$ cat src/rtl/av2_entropy_encoder_pkg.sv
// -----------------------------------------------------------------------------
// av2_entropy_encoder_pkg
// Shared definitions for the AV2 boolean range encoder:
//   - default probability quantisation shift and minimum sub-interval width
//   - CDF_PROB_TOP (Q15 probability scale) and the initial range value
//   - encoder FSM state encoding
//   - sub_width(): width of the bit=1 sub-interval for a given range/probability
// -----------------------------------------------------------------------------
package av2_entropy_encoder_pkg;

    localparam int unsigned PROB_SHIFT_DEF = 6;
    localparam int unsigned MIN_PROB_DEF   = 4;
    localparam int unsigned CDF_PROB_TOP   = 32768;
    localparam logic [15:0] RNG_INIT       = 16'(CDF_PROB_TOP);

    typedef enum logic [2:0] {
        ST_IDLE   = 3'd0,
        ST_ACCEPT = 3'd1,
        ST_NORM   = 3'd2,
        ST_EMIT   = 3'd3,
        ST_FLUSH  = 3'd4,
        ST_FINAL  = 3'd5,
        ST_DONE   = 3'd6
    } enc_state_e;

    // v = ((rng >> 8) * (f >> prob_shift) >> (7 - prob_shift)) + min_prob.
    // The product is kept to 17 bits, which covers every legal Q15 probability.
    function automatic logic [15:0] sub_width(
        input logic [15:0] rng,
        input logic [15:0] f,
        input int unsigned prob_shift,
        input int unsigned min_prob
    );
        logic [15:0] f_q;
        logic [16:0] prod;
        f_q  = f >> prob_shift;
        prod = {9'd0, rng[15:8]} * {1'b0, f_q};
        return 16'(prod >> (7 - prob_shift)) + 16'(min_prob);
    endfunction

endpackage

$ cat src/rtl/av2_ec_byte_emitter.sv
// -----------------------------------------------------------------------------
// av2_ec_byte_emitter
// Owns the carry-resolution state of the range encoder (cache byte, cache
// valid, pending-0xFF run length, carry flag) and serialises resolved bytes
// onto a valid/ready byte handshake.
//
// Ports:
//   clk, rst            clock, asynchronous active-high reset
//   init_i              clear all state (coder start)
//   carry_set_i         an add overflowed into the not-yet-extracted window
//   extract_i           a byte B = extract_byte_i leaves the low window
//   final_i             terminate: release cache and pending run
//   emits_o             (comb) the current extract/final command queues bytes
//   idle_o              no byte pending on the output handshake
//   byte_data_o/valid_o output byte handshake, held until byte_ready_i
// -----------------------------------------------------------------------------
module av2_ec_byte_emitter #(
    parameter int unsigned RUN_W = 16
) (
    input  logic       clk,
    input  logic       rst,
    input  logic       init_i,
    input  logic       carry_set_i,
    input  logic       extract_i,
    input  logic [7:0] extract_byte_i,
    input  logic       final_i,
    output logic       emits_o,
    output logic       idle_o,
    output logic [7:0] byte_data_o,
    output logic       byte_valid_o,
    input  logic       byte_ready_i
);

    logic [7:0]       cache_q, cache_d;
    logic             cache_vld_q, cache_vld_d;
    logic [RUN_W-1:0] run_q, run_d;
    logic             carry_q, carry_d;

    // Output queue: an optional head byte (cache+carry) followed by left_q
    // copies of fill_q (0x00 when the carry rippled through the run, else 0xFF).
    logic [7:0]       head_q, head_d;
    logic             head_pend_q, head_pend_d;
    logic [7:0]       fill_q, fill_d;
    logic [RUN_W-1:0] left_q, left_d;

    logic flush_now;

    // A byte that is not 0xFF (or any byte arriving with a carry) settles
    // everything held so far; a plain 0xFF only lengthens the run.
    assign flush_now = final_i || (extract_i && ((extract_byte_i != 8'hFF) || carry_q));
    assign emits_o   = flush_now && (cache_vld_q || (run_q != '0));

    assign byte_valid_o = head_pend_q || (left_q != '0);
    assign byte_data_o  = head_pend_q ? head_q : ((left_q != '0) ? fill_q : 8'h00);
    assign idle_o       = !byte_valid_o;

    // NOTE: every variable assigned in this block gets a default first, so no
    // path leaves it unassigned and no latch is inferred.
    always_comb begin
        cache_d     = cache_q;
        cache_vld_d = cache_vld_q;
        run_d       = run_q;
        carry_d     = carry_q;
        head_d      = head_q;
        head_pend_d = head_pend_q;
        fill_d      = fill_q;
        left_d      = left_q;

        if (byte_valid_o && byte_ready_i) begin
            if (head_pend_q) begin
                head_pend_d = 1'b0;
            end else begin
                left_d = left_q - RUN_W'(1);
            end
        end

        if (init_i) begin
            cache_d     = '0;
            cache_vld_d = 1'b0;
            run_d       = '0;
            carry_d     = 1'b0;
            head_d      = '0;
            head_pend_d = 1'b0;
            fill_d      = '0;
            left_d      = '0;
        end else begin
            if (carry_set_i) begin
                carry_d = 1'b1;
            end
            // Commands only arrive while the queue is empty, so loading it
            // never collides with a handshake above.
            if (flush_now) begin
                head_d      = cache_q + {7'd0, carry_q};
                head_pend_d = cache_vld_q;
                fill_d      = carry_q ? 8'h00 : 8'hFF;
                left_d      = run_q;
                run_d       = '0;
                carry_d     = 1'b0;
                cache_d     = extract_byte_i;
                cache_vld_d = extract_i;
            end else if (extract_i) begin
                run_d = run_q + RUN_W'(1);
            end
        end
    end

    // NOTE: state registers use non-blocking assignments so every flop
    // samples the pre-edge values regardless of block ordering.
    always_ff @(posedge clk or posedge rst) begin
        if (rst) begin
            cache_q     <= '0;
            cache_vld_q <= 1'b0;
            run_q       <= '0;
            carry_q     <= 1'b0;
            head_q      <= '0;
            head_pend_q <= 1'b0;
            fill_q      <= '0;
            left_q      <= '0;
        end else begin
            cache_q     <= cache_d;
            cache_vld_q <= cache_vld_d;
            run_q       <= run_d;
            carry_q     <= carry_d;
            head_q      <= head_d;
            head_pend_q <= head_pend_d;
            fill_q      <= fill_d;
            left_q      <= left_d;
        end
    end

endmodule

$ cat src/rtl/av2_entropy_encoder.sv
// -----------------------------------------------------------------------------
// av2_entropy_encoder
// Binary range (boolean) encoder for the AV2 entropy-coded byte stream.
// One {bit, Q15 probability} symbol per handshake; 16-bit range, 25-bit low
// window, bit-serial renormalisation, carry resolution in av2_ec_byte_emitter.
//
// Ports:
//   clk, rst                    clock, asynchronous active-high reset
//   start                       in IDLE: initialise coder, go ACCEPT
//   sym_valid/sym_ready         symbol handshake; sym_bit, sym_prob = P(bit=1)
//   flush                       terminate stream (ACCEPT, no symbol offered)
//   byte_data/valid/ready       output byte handshake
//   busy                        high outside IDLE
//   done                        one-cycle pulse after the last byte
//   byte_count                  bytes consumed since start
// -----------------------------------------------------------------------------
module av2_entropy_encoder
    import av2_entropy_encoder_pkg::*;
#(
    parameter int unsigned PROB_SHIFT = PROB_SHIFT_DEF,
    parameter int unsigned MIN_PROB   = MIN_PROB_DEF,
    parameter int unsigned RUN_W      = 16
) (
    input  logic        clk,
    input  logic        rst,
    input  logic        start,
    input  logic        sym_valid,
    output logic        sym_ready,
    input  logic        sym_bit,
    input  logic [15:0] sym_prob,
    input  logic        flush,
    output logic [7:0]  byte_data,
    output logic        byte_valid,
    input  logic        byte_ready,
    output logic        busy,
    output logic        done,
    output logic [31:0] byte_count
);

    enc_state_e  state_q, state_d;
    enc_state_e  ret_q, ret_d;
    logic [24:0] low_q, low_d;
    logic [15:0] rng_q, rng_d;
    logic [3:0]  cnt_q, cnt_d;
    logic [4:0]  shifts_q, shifts_d;
    logic [31:0] byte_count_q, byte_count_d;

    // Symbol update
    logic [15:0] v;
    logic [24:0] low_add;
    logic [4:0]  carry_pos;
    logic        sym_carry;
    logic [24:0] low_sym;
    logic [15:0] rng_sym;

    // One renormalisation / flush shift step
    logic [24:0] low_sh;
    logic [3:0]  cnt_sh;
    logic        step_extract;
    logic [24:0] low_step;
    logic [3:0]  cnt_step;
    logic [15:0] rng_sh;
    logic        flush_fin;

    // Emitter commands
    logic carry_set;
    logic extract;
    logic final_cmd;
    logic init;
    logic emits;
    logic emit_idle;

    assign v         = sub_width(rng_q, sym_prob, PROB_SHIFT, MIN_PROB);
    assign low_add   = low_q + {9'd0, rng_q - v};
    // The window holds 16+cnt valid bits; anything landing on the next bit up
    // belongs to bytes already extracted and is handed over as a carry.
    assign carry_pos = 5'd16 + {1'b0, cnt_q};
    assign sym_carry = low_add[carry_pos];
    assign low_sym   = sym_bit ? (low_add & ~(25'd1 << carry_pos)) : low_q;
    assign rng_sym   = sym_bit ? v : (rng_q - v);

    assign low_sh       = {low_q[23:0], 1'b0};
    assign cnt_sh       = cnt_q + 4'd1;
    assign step_extract = (cnt_sh == 4'd8);
    assign low_step     = step_extract ? {9'd0, low_sh[15:0]} : low_sh;
    assign cnt_step     = step_extract ? 4'd0 : cnt_sh;
    assign rng_sh       = {rng_q[14:0], 1'b0};
    // Flush ends once at least 16 shifts are done and the window is byte aligned.
    assign flush_fin    = (5'(shifts_q + 5'd1) >= 5'd16) && (cnt_step == 4'd0);

    assign init      = (state_q == ST_IDLE) && start;
    assign carry_set = (state_q == ST_ACCEPT) && sym_valid && sym_bit && sym_carry;
    assign extract   = ((state_q == ST_NORM) || (state_q == ST_FLUSH)) && step_extract;
    assign final_cmd = (state_q == ST_FINAL);

    av2_ec_byte_emitter #(
        .RUN_W (RUN_W)
    ) u_emitter (
        .clk            (clk),
        .rst            (rst),
        .init_i         (init),
        .carry_set_i    (carry_set),
        .extract_i      (extract),
        .extract_byte_i (low_sh[23:16]),
        .final_i        (final_cmd),
        .emits_o        (emits),
        .idle_o         (emit_idle),
        .byte_data_o    (byte_data),
        .byte_valid_o   (byte_valid),
        .byte_ready_i   (byte_ready)
    );

    // Next-state logic. EMIT freezes the coder and resumes at ret_q, which is
    // the state the interrupted shift step would have moved to.
    always_comb begin
        state_d = state_q;
        ret_d   = ret_q;
        unique case (state_q)
            ST_IDLE: begin
                if (start) state_d = ST_ACCEPT;
            end
            ST_ACCEPT: begin
                if (sym_valid) begin
                    if (!rng_sym[15]) state_d = ST_NORM;
                end else if (flush) begin
                    state_d = ST_FLUSH;
                end
            end
            ST_NORM: begin
                state_d = rng_sh[15] ? ST_ACCEPT : ST_NORM;
                if (extract && emits) begin
                    ret_d   = state_d;
                    state_d = ST_EMIT;
                end
            end
            ST_FLUSH: begin
                state_d = flush_fin ? ST_FINAL : ST_FLUSH;
                if (extract && emits) begin
                    ret_d   = state_d;
                    state_d = ST_EMIT;
                end
            end
            ST_FINAL: begin
                state_d = ST_EMIT;
                ret_d   = ST_DONE;
            end
            ST_EMIT: begin
                if (emit_idle) state_d = ret_q;
            end
            ST_DONE: begin
                state_d = ST_IDLE;
            end
            default: begin
                state_d = ST_IDLE;
            end
        endcase
    end

    // Datapath next-state.
    always_comb begin
        low_d        = low_q;
        rng_d        = rng_q;
        cnt_d        = cnt_q;
        shifts_d     = shifts_q;
        byte_count_d = byte_count_q;
        case (state_q)
            ST_IDLE: begin
                if (start) begin
                    low_d        = '0;
                    rng_d        = RNG_INIT;
                    cnt_d        = '0;
                    shifts_d     = '0;
                    byte_count_d = '0;
                end
            end
            ST_ACCEPT: begin
                if (sym_valid) begin
                    low_d = low_sym;
                    rng_d = rng_sym;
                end else if (flush) begin
                    shifts_d = '0;
                end
            end
            ST_NORM: begin
                rng_d = rng_sh;
                low_d = low_step;
                cnt_d = cnt_step;
            end
            ST_FLUSH: begin
                low_d    = low_step;
                cnt_d    = cnt_step;
                shifts_d = shifts_q + 5'd1;
            end
            default: ;
        endcase
        if (byte_valid && byte_ready) begin
            byte_count_d = byte_count_q + 32'd1;
        end
    end

    always_ff @(posedge clk or posedge rst) begin
        if (rst) begin
            state_q      <= ST_IDLE;
            ret_q        <= ST_IDLE;
            low_q        <= '0;
            rng_q        <= RNG_INIT;
            cnt_q        <= '0;
            shifts_q     <= '0;
            byte_count_q <= '0;
        end else begin
            state_q      <= state_d;
            ret_q        <= ret_d;
            low_q        <= low_d;
            rng_q        <= rng_d;
            cnt_q        <= cnt_d;
            shifts_q     <= shifts_d;
            byte_count_q <= byte_count_d;
        end
    end

    // Outputs
    always_comb begin
        sym_ready  = (state_q == ST_ACCEPT);
        busy       = (state_q != ST_IDLE);
        done       = (state_q == ST_DONE);
        byte_count = byte_count_q;
    end

endmodule

$ cat config.mk
export PLATFORM = sky130hd
export DESIGN_NAME = av2_entropy_encoder
export DESIGN_NICKNAME = d
export VERILOG_FILES = /design/src/rtl/av2_entropy_encoder_pkg.sv /design/src/rtl/av2_ec_byte_emitter.sv /design/src/rtl/av2_entropy_encoder.sv
export SDC_FILE = /design/constraint.sdc
export NUM_CORES = 1
export LEC_CHECK = 0
export ABC_AREA = 1
export ABC_CLOCK_PERIOD_IN_PS = 13700
export CELL_PAD_IN_SITES_DETAIL_PLACEMENT = 1
export CELL_PAD_IN_SITES_GLOBAL_PLACEMENT = 1
export CORE_ASPECT_RATIO = 0.9
export CORE_UTILIZATION = 45
export CTS_CLUSTER_DIAMETER = 150
export DETAILED_ROUTE_END_ITERATION = 10
export HOLD_SLACK_MARGIN = 0.1
export PLACE_DENSITY = 0.81
export SETUP_SLACK_MARGIN = 0.4
export SLEW_MARGIN = 20
export SYNTH_ARGS = -nofsm -noshare
export SYNTH_HDL_FRONTEND = slang
export SYNTH_HIERARCHICAL = 1
export SYNTH_SLANG_ARGS = --single-unit
$ cat constraint.sdc
create_clock -name clk -period 13.7 [get_ports clk]
set_clock_uncertainty 0.05 [all_clocks]
set_input_delay 3.425 -clock clk [delete_from_list [all_inputs] [get_ports clk]]
set_output_delay 3.425 -clock clk [all_outputs]
set_load 0.02 [all_outputs]
==> impl_metrics.ini, run 1 <==
[run_status]
outcome = complete, no violations

[floorplan]
die_height_um = 164
rows = 58
die_x_um = 181
die-area_sq_um = 29700
core_sq_um = 28200
io_pins = 67
start_util = 0.462

[cells_and_area]
final_cells = 2250
fin_nets = 2033
fillers = 3647
num_antenna_cells = 0
syn_to_final_growth_pct = 11.2
final_common_cell = nand2_1
final_cell_mix = 435 x nand2_1, 320 x inv_1, 139 x dfrtp_1, 135 x nand3_1, 130 x nor2_1
drive_above_1_share = 0.0698

[sta]
period_share = 0.823
final-max-slew-violation-count = 0
period_minus_slack_ns = 11.27
slew_headroom = 0.312
layout_setup_ws_ns = 2.43
finalSetupTns_ns = 0
fmax_ghz = 0.0887
setup_viol = 0
rsz0062_at_grt = false
hold_viol = 0
worst_slew_pin_slew_ns = 1.03
holdWs_ns = 0.451

[clock_network]
cts_resized = 0
cts_max_level = 4
cts-root-buf = clkbuf_16
clkTransAtPathRegs_ns = 0.06
cts_setup_buffers = 0
insertion_delay_ns = 0.44
cts_buffers = 17
postCtsHoldBufs = 0
cts_sinks = 140
cts_tree = yes
ctsLongestPathBuffers = 2

[synthesis]
async_flop_share = 1.00
ys_seq_elements = 140
syn_inst = 1842
synth_cell_types = 67
synth_edf_count = 0
synth_ff_type = dfrtp_1
synth_area_leader_cell = dfrtp_1
syn_area_sq_um = 13000
ys_seq_area_frac = 0.269
synth_area_leaders = dfrtp_1 27%, nand2_1 13%, inv_1 9.3%, ha_1 8.1%, fa_1 7.5%
synth_top_cell_area_share = 0.267
yosysWarningCount = 6
syn_nets = 1998
syn_avg_cell_area_sq_um = 7.08

[setup_path]
cp_max_fo = 8
crit_top_cell = inv_1
slowest_delay_ns = 0.67
cp.required_ns = 13.94
critPathKind = input pin to flip-flop
crit_path_end_kind = flip-flop
cp_slowest_cell = clkdlybuf4s50_1
reg2reg_slack_ns = 5.35
reg2reg_depth = 42
crit_path_start_kind = input pin
r2r_start = rng_q[11]
setup.worst_path.start = sym_prob[10]
crit_arrival_ns = 11.51

[grt]
grt_pass1_vias = 12900
grt_max_degree = 74
overflow = 0
antenna_found_initial = 0
grt_pass1_wl_um = 64100
grt_usage = 0.266

[drt]
post_drt_wl_per_cell_um = 16.8
num_vias = 12300
drtIter0Drc = 655
drc_errors = 0
via_per_inst = 5.47
drt_wl_total_um = 37800
drt_first_pass_iters = 5
ant_nets = 0

[worst_hold_path]
holdCritPathClass = flip-flop to flip-flop
holdPathStages = 2
min_from = u_emitter/cache_q[0]

[placement]
place_congestion = 0.886
place_inst = 2217
port_buffers = 60
dp_slack_ns = 1.97
dp_hpwl_um = 28900

[flow_run]
cap_violations = 0
worst paths after layout:
check / to
setup / recovery: u_emitter/carry_q
hold / removal: u_emitter/cache_q[0]
setup reg to reg: u_emitter/carry_q
hold reg to reg: u_emitter/cache_q[0]
max in group asynchronous: rng_q[15]
min in group asynchronous: u_emitter/carry_q
registers in the layout, indices dropped and copies added, names as in the netlist:
name,flops
rng_q,16
state_q,3
u_emitter/run_q,16
u_emitter/head_pend_q,1
low_q,25
cnt_q,4
u_emitter/cache_q,8
u_emitter/head_q,8
byte_count,32
shifts_q,5
u_emitter/fill_q,1
ret_q,3
u_emitter/carry_q,1
u_emitter/left_q,16
u_emitter/cache_vld_q,1
metal layers:
layer	wire length, um	vias up	share of wire	track usage
met2	18000	205	0.48	0.462
met1	18100	6093	0.48	0.352
met4	560	0	0.015	0.0693
met5	0	-	0	0
li1	-	5964	-	-
met3	1070	42	0.028	0.0283
cells by family after synthesis:
kind of cell             count (synthesis)  share of synthesized area
AO/OA/AOI/OAI                          279                      0.124
XOR/XNOR                                50                     0.0342
adder cells (fa/ha/maj)                133                      0.156
buffers and inverters                  387                      0.116
flip-flops                             140                      0.269
multiplexers                             9                    0.00700
AND/OR/NAND/NOR                        844                      0.294
synthesized netlist by cell type, types with 3 or more instances:
master and count:
o21ai_2 3, o22ai_1 20, nand3_2 10, a31oi_1 14, o211ai_1 4, a21oi_1 103, xor2_1 33, xnor2_1 16
nor2_4 4, nand2_4 4, nor4_1 9, inv_1 322, dfrtp_1 139, a2bb2oi_1 13, o21bai_1 3, nor2_2 11
ha_1 84, buf_2 15, mux2i_1 8, nor3_1 27, clkbuf_2 3, o21ai_0 75, clkbuf_1 22, nand4_1 22
a22oi_1 13, buf_1 3, a21boi_0 4, or2_2 7, o21a_1 3, fa_1 49, nand2_2 25, nor3b_1 4
nand2_1 435, nand3_4 3, o21ai_1 10, buf_6 4, inv_2 12, nand3_1 135, nor2_1 130, nand3b_1 6
worst max-delay path: cells and delay by family:
family / cells / cell delay [ns]
AO/OA/AOI/OAI: 3 / 0.43
XOR/XNOR: 3 / 0.88
adder cells (fa/ha/maj): 7 / 3.07
buffers and inverters: 8 / 1.09
AND/OR/NAND/NOR: 20 / 2.59
cell type report:
cell class	instances	area, sq um	share of cell area
clock inverters	14	161	0.0111
inverters	338	1270	0.0879
repair buffers	65	658	0.0454
multi-input cells	1315	8030	0.553
well taps	360	450	0.0311
clock buffers	18	429	0.0296
flip-flops and latches	140	3500	0.242
through the flow:
step                      cell area, sq um  utilization
after floorplan                      13000            -
after global placement               13900        0.492
after detailed placement             13900        0.492
after CTS                            14500        0.513
after global routing                 14500        0.514
final                                14500        0.514
Power of run 1 is not shown: default switching activity piles up to over one toggle a cycle in this logic, so the estimate is an artifact.
==> inputs of run 2 (changes only) <==
--- a/config.mk
+++ b/config.mk
@@ -6,15 +6,15 @@
 export NUM_CORES = 1
 export LEC_CHECK = 0
 export ABC_AREA = 1
-export ABC_CLOCK_PERIOD_IN_PS = 13700
+export ABC_CLOCK_PERIOD_IN_PS = 9300
 export CELL_PAD_IN_SITES_DETAIL_PLACEMENT = 1
 export CELL_PAD_IN_SITES_GLOBAL_PLACEMENT = 1
 export CORE_ASPECT_RATIO = 0.9
-export CORE_UTILIZATION = 45
+export CORE_UTILIZATION = 41
 export CTS_CLUSTER_DIAMETER = 150
 export DETAILED_ROUTE_END_ITERATION = 10
 export HOLD_SLACK_MARGIN = 0.1
-export PLACE_DENSITY = 0.81
+export PLACE_DENSITY = 0.78
 export SETUP_SLACK_MARGIN = 0.4
 export SLEW_MARGIN = 20
 export SYNTH_ARGS = -nofsm -noshare
==> constraint.sdc (replaced) <==
create_clock -name clk -period 9.3 [get_ports clk]
set_clock_uncertainty 0.05 [all_clocks]
set_input_delay 2.325 -clock clk [delete_from_list [all_inputs] [get_ports clk]]
set_output_delay 2.325 -clock clk [all_outputs]
set_load 0.02 [all_outputs]
==> run 2 against run 1 <==
Setup slack got worse by 2.3 ns. Register-to-register slack got worse by 4.1 ns. Sequential cell count unchanged. Global-route usage increased by 1.1 points. First-iteration DRC count increased by 10%. Routed wire length increased by 18%. Sequential share of layout area decreased by 3.1 points. Die area increased by 9.6%.
==> impl_metrics.ini, run 2 (synthesis gave the netlist of run 1 again) <==
[grt]
grt_pass1_vias = 14100
grt_busiest_layer = met2
grt_usage = 0.277
antenna_found_initial = 0
met2_usage = 0.497
overflow = 0
grt_pass1_wl_um = 72000
grtUsageMet1 = 0.351
grt_max_degree = 69
met3_usage = 0.0324

[clock_network]
cts-root-buf = clkbuf_16
cts_sinks = 140
clkTransAtPathRegs_ns = 0.06
ctsLongestPathBuffers = 2
insertion_delay_ns = 0.43
postCtsHoldBufs = 0
cts_buffers = 17
cts_tree = yes
cts_max_level = 4

[drt]
drtIter0Drc = 722
drc_errors = 0
post_drt_wl_per_cell_um = 18.1
drt_first_pass_iters = 5
via_per_inst = 5.38
drt_wl_total_um = 44700
num_vias = 13300
ant_nets = 0

[sta]
layout_setup_ws_ns = 0.115
slew_headroom = 0.258
final-max-slew-violation-count = 0
period_share = 0.988
holdWs_ns = 0.435
worst_slew_pin_slew_ns = 1.11
fmax_ghz = 0.109
setup_viol = 0
rsz0062_at_grt = true
hold_viol = 0
period_minus_slack_ns = 9.19

[setup_path]
critPathKind = input pin to flip-flop
slowest_delay_ns = 0.56
path_buf_inv = 10
cp_slowest_cell = fa_1
r2r_start = rng_q[14]
cp_max_fo = 5
cp.required_ns = 9.54
crit_path_end_kind = flip-flop
crit_arrival_ns = 9.43
crit_family = adder cells
setup.worst_path.start = sym_prob[8]
crit_path_start_kind = input pin

[cells_and_area]
fillers = 3910
final_util = 0.536
syn_to_final_growth_pct = 27.6
num_antenna_cells = 0
final_cell_mix = 403 x nand2_1, 294 x inv_1, 174 x buf_4, 139 x dfrtp_1, 128 x nand3_1
final_common_cell = nand2_1
largest_reg_flops = 32
drive_above_1_share = 0.218
fin_nets = 2207
final_cells = 2473

[floorplan]
die_x_um = 190
io_pins = 67
rows = 61
die-area_sq_um = 32500
die_height_um = 171
core_sq_um = 31100
start_util = 0.420

[placement]
place_congestion = 0.870
dp_slack_ns = -1.07
dp_hpwl_um = 31300
port_buffers = 60
place_inst = 2409

[flow_run]
cap_violations = 0

[worst_hold_path]
min_from = u_emitter/left_q[1]
holdCritPathClass = flip-flop to flip-flop

[run_status]
outcome = complete, no violations
==> run 2: cell count changes in the layout (fill, tap and decap cells not counted), sizes merged <==
cell,previous run,this run
buf,5,188
bufinv,2,3
clkbuf,18,20
clkinvlp,2,1
dlygate4sd2,0,1
inv,339,337
clkdlybuf4s50,60,50
==> run 2: final cells by class <==
cell class              instances  area [sq um]  share of cell area
repair buffers                239          1980               0.119
flip-flops and latches        140          3500               0.211
clock inverters                12           164             0.00985
well taps                     409           512              0.0308
clock buffers                  20           447              0.0268
multi-input cells            1315          8740               0.526
inverters                     338          1290              0.0774
==> run 2: path summary, 6_finish.rpt <==
kind                       slack (ns)                   to  cells after the start
min                              0.43  u_emitter/left_q[1]                      2
max                              0.11    u_emitter/carry_q                     44
min reg2reg                      0.43  u_emitter/left_q[1]                      2
max in group asynchronous        5.74        byte_count[3]                      3
min in group asynchronous        2.21             low_q[6]                      2
max reg2reg                      1.20    u_emitter/carry_q                     44
==> run 2: worst reg2reg max path: cells and delay by family, from the launching register on <==
kind | cells | cell delay, ns
xor gates and xnor gates | 1 | 0.21
and+or+nand+nor | 23 | 2.62
AOI/OAI and AO/OA | 3 | 0.53
DFF | 1 | 0.68
buffers and inverters | 10 | 0.98
adders and majority gates | 7 | 2.86
==> run 2: per-layer routing <==
layer | vias up | wire (um) | part of all wire
met5 | - | 0 | 0
met3 | 65 | 1280 | 0.029
met2 | 245 | 22400 | 0.50
li1 | 6324 | - | -
met4 | 0 | 842 | 0.019
met1 | 6682 | 20200 | 0.45
==> run 2: per-stage QoR <==
step	cell area, sq um	TNS, ns
after floorplan	13100	0
after global placement	15100	-6.02
after detailed placement	15100	-9.02
after CTS	16300	0
after global routing	16600	-0.175
final	16600	0
==> run 2: timing repair <==
item                                    4_1_cts  5_1_grt
pin swaps                                    85       44
cloned                                        0        0
endpoints found under the setup margin       15       13
buffers inserted                             21       11
gates resized for setup                     173       58
Power of run 2 is left out for the same reason.
